File: src/rtl/prog_counter.sv
// prog_counter: prescaled up/down counter with wrap, saturate, one-shot and
// ping-pong terminal behaviour, a synchronous clamped load, and a one-cycle
// terminal-count pulse. The top count bits drive the green status LEDs.
//
// Control strobes: load is a plain single-cycle strobe sampled on the rising
// edge of clk. There is no back-pressure. A load always wins over counting in
// the same cycle.
module prog_counter #(
  parameter int WIDTH      = 24,
  parameter int LED_BITS   = 5,
  parameter int PRESCALE_W = 8
) (
  input  logic                  clk,
  input  logic                  reset,
  input  logic                  en,
  input  logic                  up_down,
  input  logic [1:0]            mode,
  input  logic                  load,
  input  logic [WIDTH-1:0]      load_val,
  input  logic [WIDTH-1:0]      limit,
  input  logic [PRESCALE_W-1:0] prescale,
  output logic [WIDTH-1:0]      count,
  output logic [LED_BITS-1:0]   gleds,
  output logic                  rled,
  output logic                  tc,
  output logic                  dir,
  output logic                  running
);

  typedef enum logic [1:0] {
    MODE_WRAP     = 2'b00,
    MODE_SAT      = 2'b01,
    MODE_ONESHOT  = 2'b10,
    MODE_PINGPONG = 2'b11
  } mode_e;

  localparam logic [WIDTH-1:0]      CNT_ONE = WIDTH'(1);
  localparam logic [PRESCALE_W-1:0] PS_ONE  = PRESCALE_W'(1);

  mode_e                  mode_sel;
  logic [PRESCALE_W-1:0]  pcnt;
  logic [PRESCALE_W-1:0]  pcnt_nxt;
  logic [WIDTH-1:0]       count_nxt;
  logic                   dir_nxt;
  logic                   running_nxt;
  logic                   tc_nxt;
  logic                   advance;
  logic                   tick;
  logic                   go_up;
  logic                   at_top;
  logic                   at_bottom;
  logic                   terminal;
  logic                   limit_zero;
  logic [WIDTH-1:0]       load_clamped;

  assign mode_sel = mode_e'(mode);

  // The prescaler only moves while counting is live and no load is pending.
  assign advance = en & running & ~load;
  assign tick    = advance & (pcnt == prescale);

  // Ping-pong follows its own stored direction; other modes follow the pin.
  assign go_up = (mode_sel == MODE_PINGPONG) ? dir : up_down;

  // ">=" so that a limit lowered below the count makes the next up-tick terminal.
  assign at_top     = (count >= limit);
  assign at_bottom  = (count == '0);
  assign terminal   = go_up ? at_top : at_bottom;
  assign limit_zero = (limit == '0);

  assign load_clamped = (load_val > limit) ? limit : load_val;

  // LEDs mirror the most significant count bits; red LED shows reset.
  assign gleds = count[WIDTH-1 -: LED_BITS];
  assign rled  = ~reset;

  // Next-state selection: load first, then per-tick count/terminal handling.
  always_comb begin
    count_nxt   = count;
    pcnt_nxt    = pcnt;
    dir_nxt     = dir;
    running_nxt = running;
    tc_nxt      = 1'b0;

    if (load) begin
      count_nxt   = load_clamped;
      pcnt_nxt    = '0;
      running_nxt = 1'b1;
      dir_nxt     = up_down;
    end else begin
      if (mode_sel != MODE_PINGPONG) begin
        dir_nxt = up_down;
      end

      if (advance) begin
        pcnt_nxt = tick ? '0 : (pcnt + PS_ONE);
      end

      if (tick) begin
        if (!terminal) begin
          count_nxt = go_up ? (count + CNT_ONE) : (count - CNT_ONE);
        end else begin
          tc_nxt = 1'b1;
          unique case (mode_sel)
            MODE_WRAP: begin
              count_nxt = go_up ? '0 : limit;
            end
            MODE_SAT: begin
              count_nxt = count;
            end
            MODE_ONESHOT: begin
              running_nxt = 1'b0;
            end
            MODE_PINGPONG: begin
              dir_nxt = ~go_up;
              // A zero-length range has nowhere to bounce to, so the count holds.
              if (!limit_zero) begin
                count_nxt = go_up ? (count - CNT_ONE) : CNT_ONE;
              end
            end
            default: begin
              count_nxt = count;
            end
          endcase
        end
      end
    end
  end

  // State registers; reset clears everything immediately, mid-prescale included.
  always_ff @(posedge clk or negedge reset) begin
    if (!reset) begin
      count   <= '0;
      pcnt    <= '0;
      dir     <= 1'b1;
      running <= 1'b1;
      tc      <= 1'b0;
    end else begin
      count   <= count_nxt;
      pcnt    <= pcnt_nxt;
      dir     <= dir_nxt;
      running <= running_nxt;
      tc      <= tc_nxt;
    end
  end

endmodule

File: config.mk
export PLATFORM = sky130hd
export DESIGN_NAME = prog_counter
export DESIGN_NICKNAME = d
export VERILOG_FILES = /design/src/rtl/prog_counter.sv
export SDC_FILE = /design/constraint.sdc
export NUM_CORES = 1
export LEC_CHECK = 0
export CORE_MARGIN = 2
export CORE_UTILIZATION = 54
export CTS_CLUSTER_DIAMETER = 80
export DETAILED_ROUTE_END_ITERATION = 10
export GPL_ROUTABILITY_DRIVEN = 0
export HOLD_SLACK_MARGIN = 0.15
export PLACE_DENSITY = 0.89
export SLEW_MARGIN = 40
export SYNTH_ARGS = -nofsm -noshare
export SYNTH_HDL_FRONTEND = slang
export SYNTH_SLANG_ARGS = --single-unit
File: constraint.sdc
create_clock -name clk -period 2.9 [get_ports clk]
set_input_delay 0.87 -clock clk [delete_from_list [all_inputs] [get_ports clk]]
set_output_delay 0.87 -clock clk [all_outputs]
set_load 0.02 [all_outputs]
==> results of run 1 <==
## cells in the mapped netlist (19+ instances only)
cell / instances
nand2_1: 54
ha_1: 53
a21oi_1: 51
nor2_1: 47
inv_1: 41
o21ai_0: 36
dfrtp_1: 33
clkbuf_1: 25
a22oi_1: 22
nor3_1: 22
nand3_1: 19
xor2_1: 19
## routing by layer
metal / GRT usage / GRT overflow
met5: 0.2462 / 0
met4: 0.7081 / 1
met3: 0.6369 / 0
met1: 0.8038 / 0
met2: 0.9106 / 0
## metrics by stage
step	hold WS, ps	instance area (µm²)	worst slack [ps]	cells	TNS (ps)
CTS	542.1	7789	-105.0	960	-354.5
detailed placement	529.9	6894	-1226	932	-28130
global placement	518.8	6894	-1139	932	-25580
floorplan	537.1	5059	-11.56	645	-36.42
## timing repair
item	CTS
gates cloned	1
pin swaps	72
buffers inserted	19
endpoints found under the setup margin	27
hold buffers	0
resized for setup	272
## logic make-up after synthesis
logic type / count (synthesis) / synth area share
simple gates: 229 / 0.2476
compound gates: 186 / 0.2512
buf+inv: 86 / 0.07449
fa+ha+maj: 53 / 0.1361
flops: 35 / 0.1803
xor+xnor: 32 / 0.05754
mux: 24 / 0.05266
==> reports/metrics.yaml, run 1 <==
avgSynthCellArea_um2: 7.552
status: "stopped before the end"
synth-seq-cells: 35
clock_sinks: 35
port_buffers: 95
grt_max_degree: 56
die_h_um: 98.98
synth_top_area_cell: "dfrtp_1"
root_buffer: "clkbuf_8"
grt_antenna_before_repair: 3
yosys_warnings: 0
lastStage: "global routing (5_1_grt)"
htreeDepth: 2
dp.final_hpwl_mm: 14.54
error: "[ERROR GRT-0232] Routing congestion too high. Check the congestion heatmap in the GUI."
synth_top_area_share: 0.1695
overflow: 1
synthArstFlopShare: 1.000
start_util: 0.5585
grt_usage: 0.7698
synth_cell_types: 68
syn_area_mm2: 0.004871
endpoint_type: "register input"
num_rows: 34
cts_made_buffers: 5
yosysSeqAreaShare: 0.1803
io-pin-count: 96
synth_area_leaders: "dfrtp_1, ha_1, a21oi_1, nand2_1, o21ai_0"
synth_edf_count: 0
die_x_um: 98.98
postGrtWorstEndpoint: "count[23]$_DFFE_PN0P_/D"
synth_flop_cell: "dfrtp_1"
syn_inst: 645
clk_path_buf_depth: 2
syn_nets: 761
==> inputs of run 2 (changes only) <==
CORE_UTILIZATION = 40   (was 54)
CTS_CLUSTER_DIAMETER = default   (was 80)
HOLD_SLACK_MARGIN = default   (was 0.15)
PLACE_DENSITY = default   (was 0.89)
PLACE_DENSITY_LB_ADDON = 0.15   (was default)
==> run 2 against run 1 <==
Net effect: the flow now finishes, with violations (negative setup slack); synthesized cell count did not move; area after synthesis did not move.
==> reports/metrics.yaml, run 2 <==
status: "finished with violations"
violations: "negative setup slack"
clk_path_buf_depth: 2  # unchanged
critPathLaunch: "limit[19]"
rsz0062_at_grt: "yes"
worst-slew-pin-transition_ps: 626.2
grt_usage: 0.3030
syn_area_mm2: 0.004871  # unchanged
reg2regPathDepth: 9
syn_nets: 761  # unchanged
avgSynthCellArea_um2: 7.552  # unchanged
fin_skew_ps: 1.943
cts_tree: "built"
crit_chain: "buf_4 -> inv_4 -> ha_4 -> nand4_1 -> nor4_4 -> nand2_1 -> o211ai_1 -> buf_4 -> and2_4 -> nor3_2 -> or3_1 -> a221o_1"
relSlewSlack: 0.5826
fill_cells: 968
drcViolationCount: 0
yosys_warnings: 0  # unchanged
ir_drop_mv: 0.2220
wl_per_cell_um: 19.57
crit_fanout: 3
layout_setup_ws_ps: -168.8
clk_pin_slew_worst_paths_ps: 60
synth_xor_area_frac: 0.05754  # unchanged
cts_made_buffers: 5  # unchanged
grt_antenna_before_repair: 0
grt_pass1_wl_mm: 31.33
synthSimpleGateAreaFrac: 0.2476  # unchanged
crit_buf_inv: 3
max_freq_mhz: 325.9
r2r_slack_ps: -90
num-nets-final: 986
critPathTopFamily: "simple AND/OR/NAND/NOR gates"
avgViaCountPerCell: 6.083
power_density_mw_per_mm2: 351.2
die_area_mm2: 0.01308
synthAdderAreaFrac: 0.1361  # unchanged
synth_compound_area_frac: 0.2512  # unchanged
clock_sinks: 35  # unchanged
synth_flop_cell: "dfrtp_1"
r2r_end: "count[18]"
cpMaxStageDelayCell: "nor4_4"
synth_cell_types: 68  # unchanged
drt-pass1-iter-count: 6
diodes: 0
layout_common_cells: "buf_4, nand2_1, nor2_1, clkdlybuf4s50_1, a21oi_1"
worst_path_largest_cell_delay_ps: 380
worst-endpoint-arrival_ps: 3240
dpl_cell_area_mm2: 0.007061  # +2.4%
cap_viol_max_count: 0
clk_latency_ps: 290
min_to: "running"
cp.required_ps: 3080
grt_pass1_vias: 6079
synth_top_family_by_area: "compound AO/OA/AOI/OAI gates"
rr_startpoint: "count[1]"
hp-class: "flip-flop to flip-flop"
ys_top_cells_by_count: "nand2_1, ha_1, a21oi_1"
yosysSeqAreaShare: 0.1803  # unchanged
synth_edf_count: 0  # unchanged
synthMostInstantiatedCell: "nand2_1"
worstHoldStart: "running"
start_util: 0.4072  # -0.1513
dp.cells: 985  # +5.7%
cpMostUsedCell: "buf_4"
crit_type: "input port to flip-flop"
cp-end-kind: "flip-flop"
p_leak_nw: 3.496
die_h_um: 114.4  # +16%
layout-drive-gt1-share: 0.3869
drtAntennaViolNets: 0
finalInstanceArea_mm2: 0.008110
num_rows: 40  # +18%
whs_path_depth: 1
syn_inst: 645  # unchanged
overflow: 0
die_x_um: 114.4  # +16%
largest_reg_flops: 24
grt_max_degree: 56
top_regs: "count: 24 flops, pcnt: 8 flops"
slew_viol_final: 0
cp-start-kind: "input port"
synth-seq-cells: 35  # unchanged
port_buffers: 95  # unchanged
synth_top_area_share: 0.1695  # unchanged
root_buffer: "clkbuf_16"
dp.final_hpwl_mm: 14.31  # -1.6%
io-pin-count: 96  # unchanged
setup_viol_count_final: 21
via_count: 6192
layout_commonest_cell: "buf_4"
cp.depth: 12
drt-initial-drc-count: 712
synth_mux_area_frac: 0.05266  # unchanged
synthArstFlopShare: 1.000  # unchanged
period_needed_ps: 3069
fin_crit_sh: 1.058
final_hold_viol_count: 0
tns_ps: -1110
largest-register: "count"
wl_mm: 19.92
area_growth_pct: 66.50
synth_top_area_cell: "dfrtp_1"
synth_area_leaders: "dfrtp_1, ha_1, a21oi_1, nand2_1, o21ai_0"
final_cells: 1018
htreeDepth: 2  # unchanged
core-area_mm2: 0.01196
[run 2: cell counts after synthesis]
No cell type changed its count.
[run 2: cell type report]
class / instances / area, µm² / area share
Sequential cell: 35 / 878.3 / 0.1083
Clock inverter: 3 / 47.55 / 0.005862
Inverter: 41 / 168.9 / 0.02083
Timing Repair Buffer: 262 / 2347 / 0.2894
Tap cell: 147 / 183.9 / 0.02268
Multi-Input combinational cell: 525 / 4359 / 0.5375
Clock buffer: 5 / 125.1 / 0.01543
[run 2: per-layer routing]
layer,vias to the layer above,share of wire,track usage,wire length (µm)
met5,-,0,0,0
met4,0,0.030,0.09350,593
met3,52,0.092,0.06088,1836
met2,352,0.47,0.5044,9322
met1,2939,0.41,0.3961,8171
li1,2849,-,-,-
[run 2: kinds of logic after synthesis]
family                     Yosys count
DFF                                 35
and+or+nand+nor                    229
muxes                               24
xor gates and xnor gates            32
adders and majority gates           53
AOI/OAI and AO/OA                  186
buffers and inverters               86
[run 2: report_power, final]
part           switching, mW  leakage, nW  internal [mW]
Combinational          0.818         2.98          0.776
Sequential            0.0616        0.432          0.537
Clock                  0.245       0.0844          0.411
Total                   1.12         3.50           1.72
[run 2: through the flow]
| stage | util | hold WS, ps | worst slack [ps] | total power [mW] |
|---|---|---|---|---|
| floorplan | - | 537.1 | -11.56 | 1.306 |
| global placement | 0.5903 | 521.1 | -888.3 | 1.897 |
| detailed placement | 0.5903 | 522.4 | -947.0 | 1.913 |
| CTS | 0.6617 | 532.3 | -70.78 | 2.745 |
| global route | 0.6780 | 549.3 | -226.1 | 3.000 |
| finish | 0.6780 | 528.8 | -168.8 | 2.849 |
[run 2: timing repair]
item	CTS	global route
setup endpoints to repair	27	25
resized for setup	240	58
hold buffers	0	0
pin swaps	67	35
buffers inserted	18	6
gates cloned	2	1
[run 2: worst max path at each step]
stage	endpoint	slack (ps)
2_1_floorplan	count[0]	-10
3_3_place_gp	count[20]	-890
3_5_place_dp	count[9]	-950
4_1_cts	count[18]	-70
5_1_grt	count[18]	-230
6_report	count[18]	-170
Note: power is estimated with default switching activity, not from simulation.
